`config.mk`:
```
export PLATFORM = sky130hd
export DESIGN_NAME = riscv_dbus_slave
export DESIGN_NICKNAME = d
export VERILOG_FILES = /design/src/rtl/riscv_dbus_slave.sv
export SDC_FILE = /design/constraint.sdc
export NUM_CORES = 1
export LEC_CHECK = 0
export ABC_AREA = 1
export CAP_MARGIN = 10
export CORE_MARGIN = 2
export CORE_UTILIZATION = 45
export CTS_CLUSTER_DIAMETER = 30
export DETAILED_ROUTE_END_ITERATION = 8
export DONT_BUFFER_PORTS = 1
export PLACE_DENSITY = 0.7
export SYNTH_ARGS = -nofsm -noshare
export SYNTH_HDL_FRONTEND = slang
export SYNTH_SLANG_ARGS = --single-unit
```
`constraint.sdc`:
```
create_clock -name clk -period 10.2 [get_ports clk]
set_input_delay 2.04 -clock clk [delete_from_list [all_inputs] [get_ports clk]]
set_output_delay 2.04 -clock clk [all_outputs]
set_load 0.01 [all_outputs]
```
`src/rtl/riscv_dbus_slave.sv`:
```
// Data-bus slave: store buffer in front of a single-port SRAM with
// byte-lane forwarding from buffered writes to reads.
module riscv_dbus_slave #(
  parameter int SB_DEPTH = 4,
  parameter int ADDR_W   = 12
) (
  input  logic                        clk,
  input  logic                        rst_n,
  input  logic                        rd_req,
  input  logic [3:0]                  rd_be,
  input  logic [31:0]                 rd_addr,
  output logic [31:0]                 rd_data,
  input  logic                        wr_req,
  input  logic [3:0]                  wr_be,
  input  logic [31:0]                 wr_addr,
  input  logic [31:0]                 wr_data,
  output logic                        bus_stall,
  output logic                        sram_en,
  output logic [3:0]                  sram_we,
  output logic [ADDR_W-1:0]           sram_addr,
  output logic [31:0]                 sram_wdata,
  input  logic [31:0]                 sram_rdata,
  output logic                        sb_empty,
  output logic [$clog2(SB_DEPTH):0]   sb_count
);

  localparam int PW = $clog2(SB_DEPTH);
  localparam int CW = PW + 1;
  localparam logic [CW-1:0] FULL = CW'(SB_DEPTH);

  logic [ADDR_W-1:0] sb_addr_q [SB_DEPTH];
  logic [3:0]        sb_be_q   [SB_DEPTH];
  logic [31:0]       sb_data_q [SB_DEPTH];

  logic [PW-1:0] head_q, head_d;
  logic [PW-1:0] tail_q, tail_d;
  logic [CW-1:0] cnt_q, cnt_d;
  logic          rd_pend_q, rd_pend_d;
  logic [3:0]    fwd_mask_q, fwd_mask_d;
  logic [31:0]   fwd_data_q, fwd_data_d;
  logic [31:0]   rd_data_q, rd_data_d;

  logic [ADDR_W-1:0] rd_waddr;
  logic [ADDR_W-1:0] wr_waddr;
  logic              full;
  logic              rd_acc;
  logic              wr_acc;
  logic              drain;
  logic [PW-1:0]     idx;
  logic              unused_ok;

  assign rd_waddr  = rd_addr[ADDR_W+1:2];
  assign wr_waddr  = wr_addr[ADDR_W+1:2];
  assign full      = (cnt_q == FULL);
  assign bus_stall = full && (rd_req || wr_req);
  assign rd_acc    = rd_req && !bus_stall;
  assign wr_acc    = wr_req && !bus_stall && (wr_be != 4'b0);
  assign drain     = (cnt_q != '0) && !rd_acc;
  assign sb_empty  = (cnt_q == '0);
  assign sb_count  = cnt_q;
  assign unused_ok = ^{rd_be, rd_addr[31:ADDR_W+2], rd_addr[1:0],
                       wr_addr[31:ADDR_W+2], wr_addr[1:0]};

  always_comb begin
    head_d = head_q;
    tail_d = tail_q;
    cnt_d  = cnt_q;
    if (wr_acc) tail_d = tail_q + 1'b1;
    if (drain)  head_d = head_q + 1'b1;
    unique case ({wr_acc, drain})
      2'b10:   cnt_d = cnt_q + 1'b1;
      2'b01:   cnt_d = cnt_q - 1'b1;
      default: cnt_d = cnt_q;
    endcase
  end

  // Walk oldest to youngest so the youngest match wins each lane.
  always_comb begin
    fwd_mask_d = 4'b0;
    fwd_data_d = 32'b0;
    idx        = head_q;
    for (int k = 0; k < SB_DEPTH; k++) begin
      idx = head_q + PW'(k);
      if ((CW'(k) < cnt_q) && (sb_addr_q[idx] == rd_waddr)) begin
        for (int l = 0; l < 4; l++) begin
          if (sb_be_q[idx][l]) begin
            fwd_mask_d[l]        = 1'b1;
            fwd_data_d[l*8 +: 8] = sb_data_q[idx][l*8 +: 8];
          end
        end
      end
    end
    rd_pend_d = rd_acc;
  end

  always_comb begin
    rd_data_d = rd_data_q;
    if (rd_pend_q) begin
      for (int l = 0; l < 4; l++) begin
        rd_data_d[l*8 +: 8] = fwd_mask_q[l] ? fwd_data_q[l*8 +: 8]
                                            : sram_rdata[l*8 +: 8];
      end
    end
  end

  assign rd_data = rd_data_d;

  always_comb begin
    sram_en    = 1'b0;
    sram_we    = 4'b0;
    sram_addr  = rd_waddr;
    sram_wdata = sb_data_q[head_q];
    unique case (1'b1)
      rd_acc: begin
        sram_en   = 1'b1;
        sram_addr = rd_waddr;
      end
      drain: begin
        sram_en   = 1'b1;
        sram_we   = sb_be_q[head_q];
        sram_addr = sb_addr_q[head_q];
      end
      default: ;
    endcase
    if (!rst_n) begin
      sram_en = 1'b0;
      sram_we = 4'b0;
    end
  end

  always_ff @(posedge clk or negedge rst_n) begin
    if (!rst_n) begin
      head_q     <= '0;
      tail_q     <= '0;
      cnt_q      <= '0;
      rd_pend_q  <= 1'b0;
      fwd_mask_q <= 4'b0;
      fwd_data_q <= 32'b0;
      rd_data_q  <= 32'b0;
    end else begin
      head_q     <= head_d;
      tail_q     <= tail_d;
      cnt_q      <= cnt_d;
      rd_pend_q  <= rd_pend_d;
      fwd_mask_q <= fwd_mask_d;
      fwd_data_q <= fwd_data_d;
      rd_data_q  <= rd_data_d;
    end
  end

  always_ff @(posedge clk) begin
    if (wr_acc) begin
      sb_addr_q[tail_q] <= wr_waddr;
      sb_be_q[tail_q]   <= wr_be;
      sb_data_q[tail_q] <= wr_data;
    end
  end

endmodule

```
Yosys cells after proc, flatten, opt, wreduce, memory -nomap -nowiden
Memories as Yosys holds them, arrays and structs flattened.
Cells that the tools add are included.
- register bits: 76
- bits in writable memories: 192
- input bits: 140
- output and inout bits: 86
- word-level logic and storage cells: 97
- memories: 3
- memory list (memory ; words ; bits a word ; read ports ; clocked after Yosys merged registers in ; write ports ; line ; source):
    sb_data_q ; 4 ; 32 ; 4 ; 0 ; 1 ; 33 ; logic [31:0] sb_data_q [SB_DEPTH];
    sb_addr_q ; 4 ; 12 ; 4 ; 0 ; 1 ; 31 ; logic [ADDR_W-1:0] sb_addr_q [SB_DEPTH];
    sb_be_q ; 4 ; 4 ; 4 ; 0 ; 1 ; 32 ; logic [3:0] sb_be_q [SB_DEPTH];
- add/sub/neg operators: 6
- order comparisons: 4
- equality and inequality tests: 7
- multiplexer cells: 53
- reduce and logical (&&, ||, !) cells: 17
- operator list (operator ; count):
    two-way mux 32 bit ; 5
    two-way mux 8 bit ; 20
    == test 12 bit ; 4
    two-way mux 4 bit ; 6
    two-way mux 1 bit ; 20
    two-way mux 12 bit ; 1
    logical AND 1 bit ; 9
    < comparator 1 x 3 -> 1 bit (first input constant) ; 2
    < comparator 2 x 3 -> 1 bit (first input constant) ; 2
    case mux 3 bit (2 select lines) ; 1
    adder 2 x 1 -> 2 bit (second input constant) ; 2
    adder 2 bit (second input constant) ; 2
    nonzero test 4 bit ; 1
    adder 3 x 1 -> 3 bit (second input constant) ; 1
    == test 3 bit (second input constant) ; 1
    zero test 3 bit ; 1
    nonzero test 3 bit ; 1
    subtractor 3 x 1 -> 3 bit (second input constant) ; 1
    == test 2 x 1 -> 1 bit (second input constant) ; 1
    == test 2 bit (second input constant) ; 1
    zero test 1 bit ; 2
    nonzero test 2 bit ; 1
    OR reduction 2 bit ; 1
    logical OR 1 bit ; 1

Logic depth before layout (Yosys ltp)
An unclocked memory read counts as a cell.
- word-level depth: 10
- depth in mapped cells: 19
- depth with buffers taken out: 16

Worst setup path before layout
Ideal clock, no wire load.
- path type: in2out
- start point: in rd_req
- end point: out sram_addr[0]
- arrival time: 3.391 ns
- data required time: 8.160 ns
- slack: 4.769 ns
- cell stages on the path: 7
- path buffers: 1
- cells stage by stage: inv_1 -> a211oi_1 -> nor2_1 -> inv_1 -> nand2_1 -> clkbuf_1 -> o21ai_0
- longest elaborated chain between the ends: 7
- RTL lines (item ; line ; source):
    start, declared ; 9 ; input logic rd_req,
    logical OR 1 bit ; 55 ; assign bus_stall = full && (rd_req || wr_req);
    logical AND 1 bit ; 55 ;
    net bus_stall ; 17 ; output logic bus_stall,
    zero test 1 bit ; 56 ; assign rd_acc = rd_req && !bus_stall;
    logical AND 1 bit ; 56 ;
    net rd_acc ; 46 ; logic rd_acc;
    zero test 1 bit ; 58 ; assign drain = (cnt_q != '0) && !rd_acc;
    logical AND 1 bit ; 58 ;
    two-way mux 12 bit ; 113 ; unique case (1'b1)
    end, declared ; 20 ; output logic [ADDR_W-1:0] sram_addr,
The timed path passes the listed nets, and every way through them passes these cells.

Worst setup path after layout
- start point: in rd_req
- end point: out sram_we[0]
- longest elaborated chain between the ends: 8
- RTL lines (item ; line ; source):
    logical OR 1 bit ; 55 ;
    logical AND 1 bit ; 55 ;
    net bus_stall ; 17 ;
    zero test 1 bit ; 56 ;
    logical AND 1 bit ; 56 ;
    net rd_acc ; 46 ;
    zero test 1 bit ; 58 ;
    logical AND 1 bit ; 58 ;
    net drain ; 48 ; logic drain;
    two-way mux 4 bit ; 113 ;
    two-way mux 4 bit ; 125 ; if (!rst_n) begin
    end, declared ; 19 ; output logic [3:0] sram_we,
The timed path passes the listed nets, and every way through them passes these cells.

==> results.py <==
metrics = {
    "synth": {
        "synth_simple_gate_area_share_pct": 26.54,
        "synth_nets": 2108,
        "synth_top_family_by_area": "simple AND/OR/NAND/NOR gates",
        "synth.ff_latch_count": 268,
        "synth_compound_area_share_pct": 11.07,
        "synth_fa_ha_area_share_pct": 0.7217,
        "yosysUniqueCellTypes": 31,
        "yosys.area_share.xor_xnor_pct": 0.8420,
        "synthCells": 1959,
        "syn_area_sq_um": 15600,
        "synth.avg_cell_area_sq_um": 7.965,
        "synth_edf_count": 192,
        "synthFlopType": "edfxtp_1",
        "async_flop_share_pct": 28.36,
        "synthMuxAreaShare_pct": 4.106,
        "ys_seq_area_share_pct": 49.14,
        "yosys_warnings": 0,
    },
    "place": {
        "place_inst": 2322,
        "hpwl_um": 25850,
        "preCtsSetupSlack_ns": 3.894,
        "dpl_cell_area_sq_um": 15790,
        "gp_congestion": 0.8613,
        "io_buffers": 0,
    },
    "die": {
        "die_area_sq_um": 36180,
        "core_area_sq_um": 34370,
        "io_pins": 226,
        "die_x_um": 190.2,
        "die_y_um": 190.2,
        "rows": 68,
        "initial_utilization_pct": 45.39,
    },
    "timing": {
        "worst_slew_pin_slew_ns": 1.167,
        "finalCriticalPeriod_ns": 6.366,
        "period_share_pct": 62.41,
        "setup_viol": 0,
        "hold_ws_ns": 0.5737,
        "setup_tns_ns": 0,
        "final_hold_viol_count": 0,
        "max_slew_margin_pct": 22.22,
        "fmax_ghz": 0.1571,
        "maxSlewViolCount": 0,
        "finClkSkew_ns": 0.03338,
        "setup_ws_ns": 3.834,
        "rsz0062_at_grt": "no",
    },
    "finish": {
        "area_growth_syn_to_layout_pct": 14.78,
        "finalNonFillerCells": 2438,
        "n_fill_cell": 3092,
        "drive_gt1_share_pct": 7.514,
        "fin_area_sq_um": 17910,
        "fin_util_pct": 52.10,
        "nets": 2079,
        "insertedDiodeCount": 0,
    },
    "clock_tree": {
        "cts_buffer_depth": 3,
        "htree_num_levels": 2,
        "cts_buffers": 61,
        "clkSinkCount": 268,
        "cts_root_buf": "clkbuf_16",
        "cts_resized": 0,
        "postCtsSetupBuffers": 0,
        "postCtsHoldBufs": 0,
        "clk_pin_slew_worst_paths_ns": 0.05,
        "clock_latency_ns": 0.61,
        "cts_tree": "built",
    },
    "grt": {
        "grt_use_met3_pct": 5.313,
        "grt_use_met1_pct": 26.56,
        "grt_pass1_wl_um": 61800,
        "grt_antenna_before_repair": 0,
        "grt_max_degree": 209,
        "grtUsageTotal_pct": 21.96,
        "grt_pass1_vias": 12170,
        "overflow": 0,
        "busiest_layer": "met2",
        "use_met2_pct": 37.06,
    },
    "critical_path": {
        "critical_path_buf_inv_count": 3,
        "setup.worst_path.start_class": "input port",
        "crit_family": "simple AND/OR/NAND/NOR gates",
        "slowest_delay_ns": 0.54,
        "cp_cell_sequence": "inv_1, a211oi_1, nor2_1, inv_1, nand2_1, inv_1, nand2_1, nor2_1",
        "cp_max_fo": 28,
        "cp-end-kind": "output port",
        "critPathKind": "input port to output port",
        "critPathRequiredTime_ns": 8.16,
        "cpMostUsedCell": "inv_1",
        "worst_ep_arrival_time_ns": 4.33,
        "slowest_stage": "nand2_1",
    },
    "power_and_ir_drop": {
        "p_int_mw": 3.299,
        "p_leak_nw": 7.963,
        "sw_frac_of_total_pct": 41.86,
        "peakVddDrop_mv": 0.2492,
        "p_seq_share_pct": 27.4,
        "finalPower_mw": 5.674,
        "powerDensity_nw_per_um2": 316.8,
        "power_switching_mw": 2.375,
        "p_clk_share_pct": 34.6,
        "comb_power_share_pct": 38.1,
    },
    "drt": {
        "drt_iter0_markers": 916,
        "wl_um": 39990,
        "vias": 12930,
        "drc_errors": 0,
        "drtPass1Iterations": 6,
        "wl_per_cell_um": 16.40,
        "drt-vias-per-instance": 5.303,
        "drtAntennaViolNets": 0,
    },
    "run_status": {
        "outcome": "complete, no violations",
    },
    "job": {
        "maxCapViolCount": 0,
    },
    "min_path": {
        "hp-class": "flop to flop",
    },
}
[cell usage in the layout (no fill, tap or decap), types with 10 or more instances in the layout]
master	netlist	final
o211ai_1	42	42
a31oi_1	32	32
nand2_1	676	675
o21ai_0	223	223
dfrtp_1	76	73
inv_1	174	174
edfxtp_1	192	192
nand3_1	112	112
xor2_1	13	13
nor2_1	193	189
nor2_4	12	16
mux2i_1	64	64
clkbuf_16	0	61
inv_6	0	10
[worst paths after layout]
| path | startpoint | to | cells past startpoint | slack, ns |
|---|---|---|---|---|
| min | rd_data_q[18]$_DFF_PN0_ | rd_data_q[18]$_DFF_PN0_ | 2 | 0.57 |
| max in group asynchronous | rst_n | rd_pend_q$_DFF_PN0_ | 0 | 8.88 |
| max | rd_req | sram_we[0] | 8 | 3.83 |
| min in group asynchronous | rst_n | fwd_data_q[6]$_DFF_PN0_ | 0 | 1.13 |
| max reg2reg | head_q[0]$_DFFE_PN0P_ | fwd_data_q[5]$_DFF_PN0_ | 14 | 5.25 |
| min reg2reg | rd_data_q[18]$_DFF_PN0_ | rd_data_q[18]$_DFF_PN0_ | 2 | 0.57 |
[power by group through the flow]
stage               registers (mW)  clock network [mW]  logic, mW
finish                        1.55                1.96       2.16
global route                  1.58                2.05       2.44
CTS                           1.55                1.99       2.15
detailed placement            1.57                   0       2.14
global placement              1.56                   0       2.08
floorplan                     1.47                   0       1.80
[worst reg2reg max path: cells and delay by family (launching register included)]
kind                   cells  cell delay [ns]
AOI/OAI and AO/OA          2             0.26
buffers and inverters      2             1.71
DFF                        1             0.81
and+or+nand+nor           10             2.09
[sequential cells by signal (all words and copies together) (netlist names), 2 cells and up]
name,cells
tail_q,2
head_q,2
sb_be_q,16
sb_addr_q,48
sb_count,3
rd_data_q,32
fwd_data_q,32
fwd_mask_q,4
sb_data_q,128
[layout make-up]
class | count | area (sq um) | area share, %
flip-flops and latches | 268 | 7676 | 42.86
clock buffers | 67 | 1549 | 8.650
inverters | 176 | 663.1 | 3.703
multi-input cells | 1413 | 6792 | 37.92
well taps | 455 | 569.3 | 3.179
repair buffers | 10 | 87.58 | 0.4891
clock inverters | 49 | 571.8 | 3.193
[synthesized netlist by cell type (14+ instances only)]
cell / number / area (sq um)
nor2_1: 193 / 724.4
dfrtp_1: 76 / 1902
a31oi_1: 32 / 200.2
edfxtp_1: 192 / 5766
o21ai_0: 223 / 1116
buf_4: 14 / 105.1
o211ai_1: 42 / 315.3
inv_1: 174 / 653.1
nand3_1: 112 / 560.5
nand2_1: 676 / 2537
mux2i_1: 64 / 640.6
buf_2: 24 / 120.1
clkbuf_1: 46 / 172.7
[cells by family (layout without fill, tap and decap cells)]
kind of cell / after synthesis / count (layout)
adders and majority gates: 9 / 9
muxes: 64 / 64
AOI/OAI and AO/OA: 313 / 313
buffers and inverters: 278 / 302
and+or+nand+nor: 1012 / 1012
DFF: 268 / 268
xor gates and xnor gates: 15 / 15
[routing by layer]
metal,share of wire [%],vias up
met5,0,-
met4,3.2,0
met3,8.7,88
met2,47,446
met1,41,6000
li1,-,6394
No activity file was read; power rests on OpenSTA's default activity.
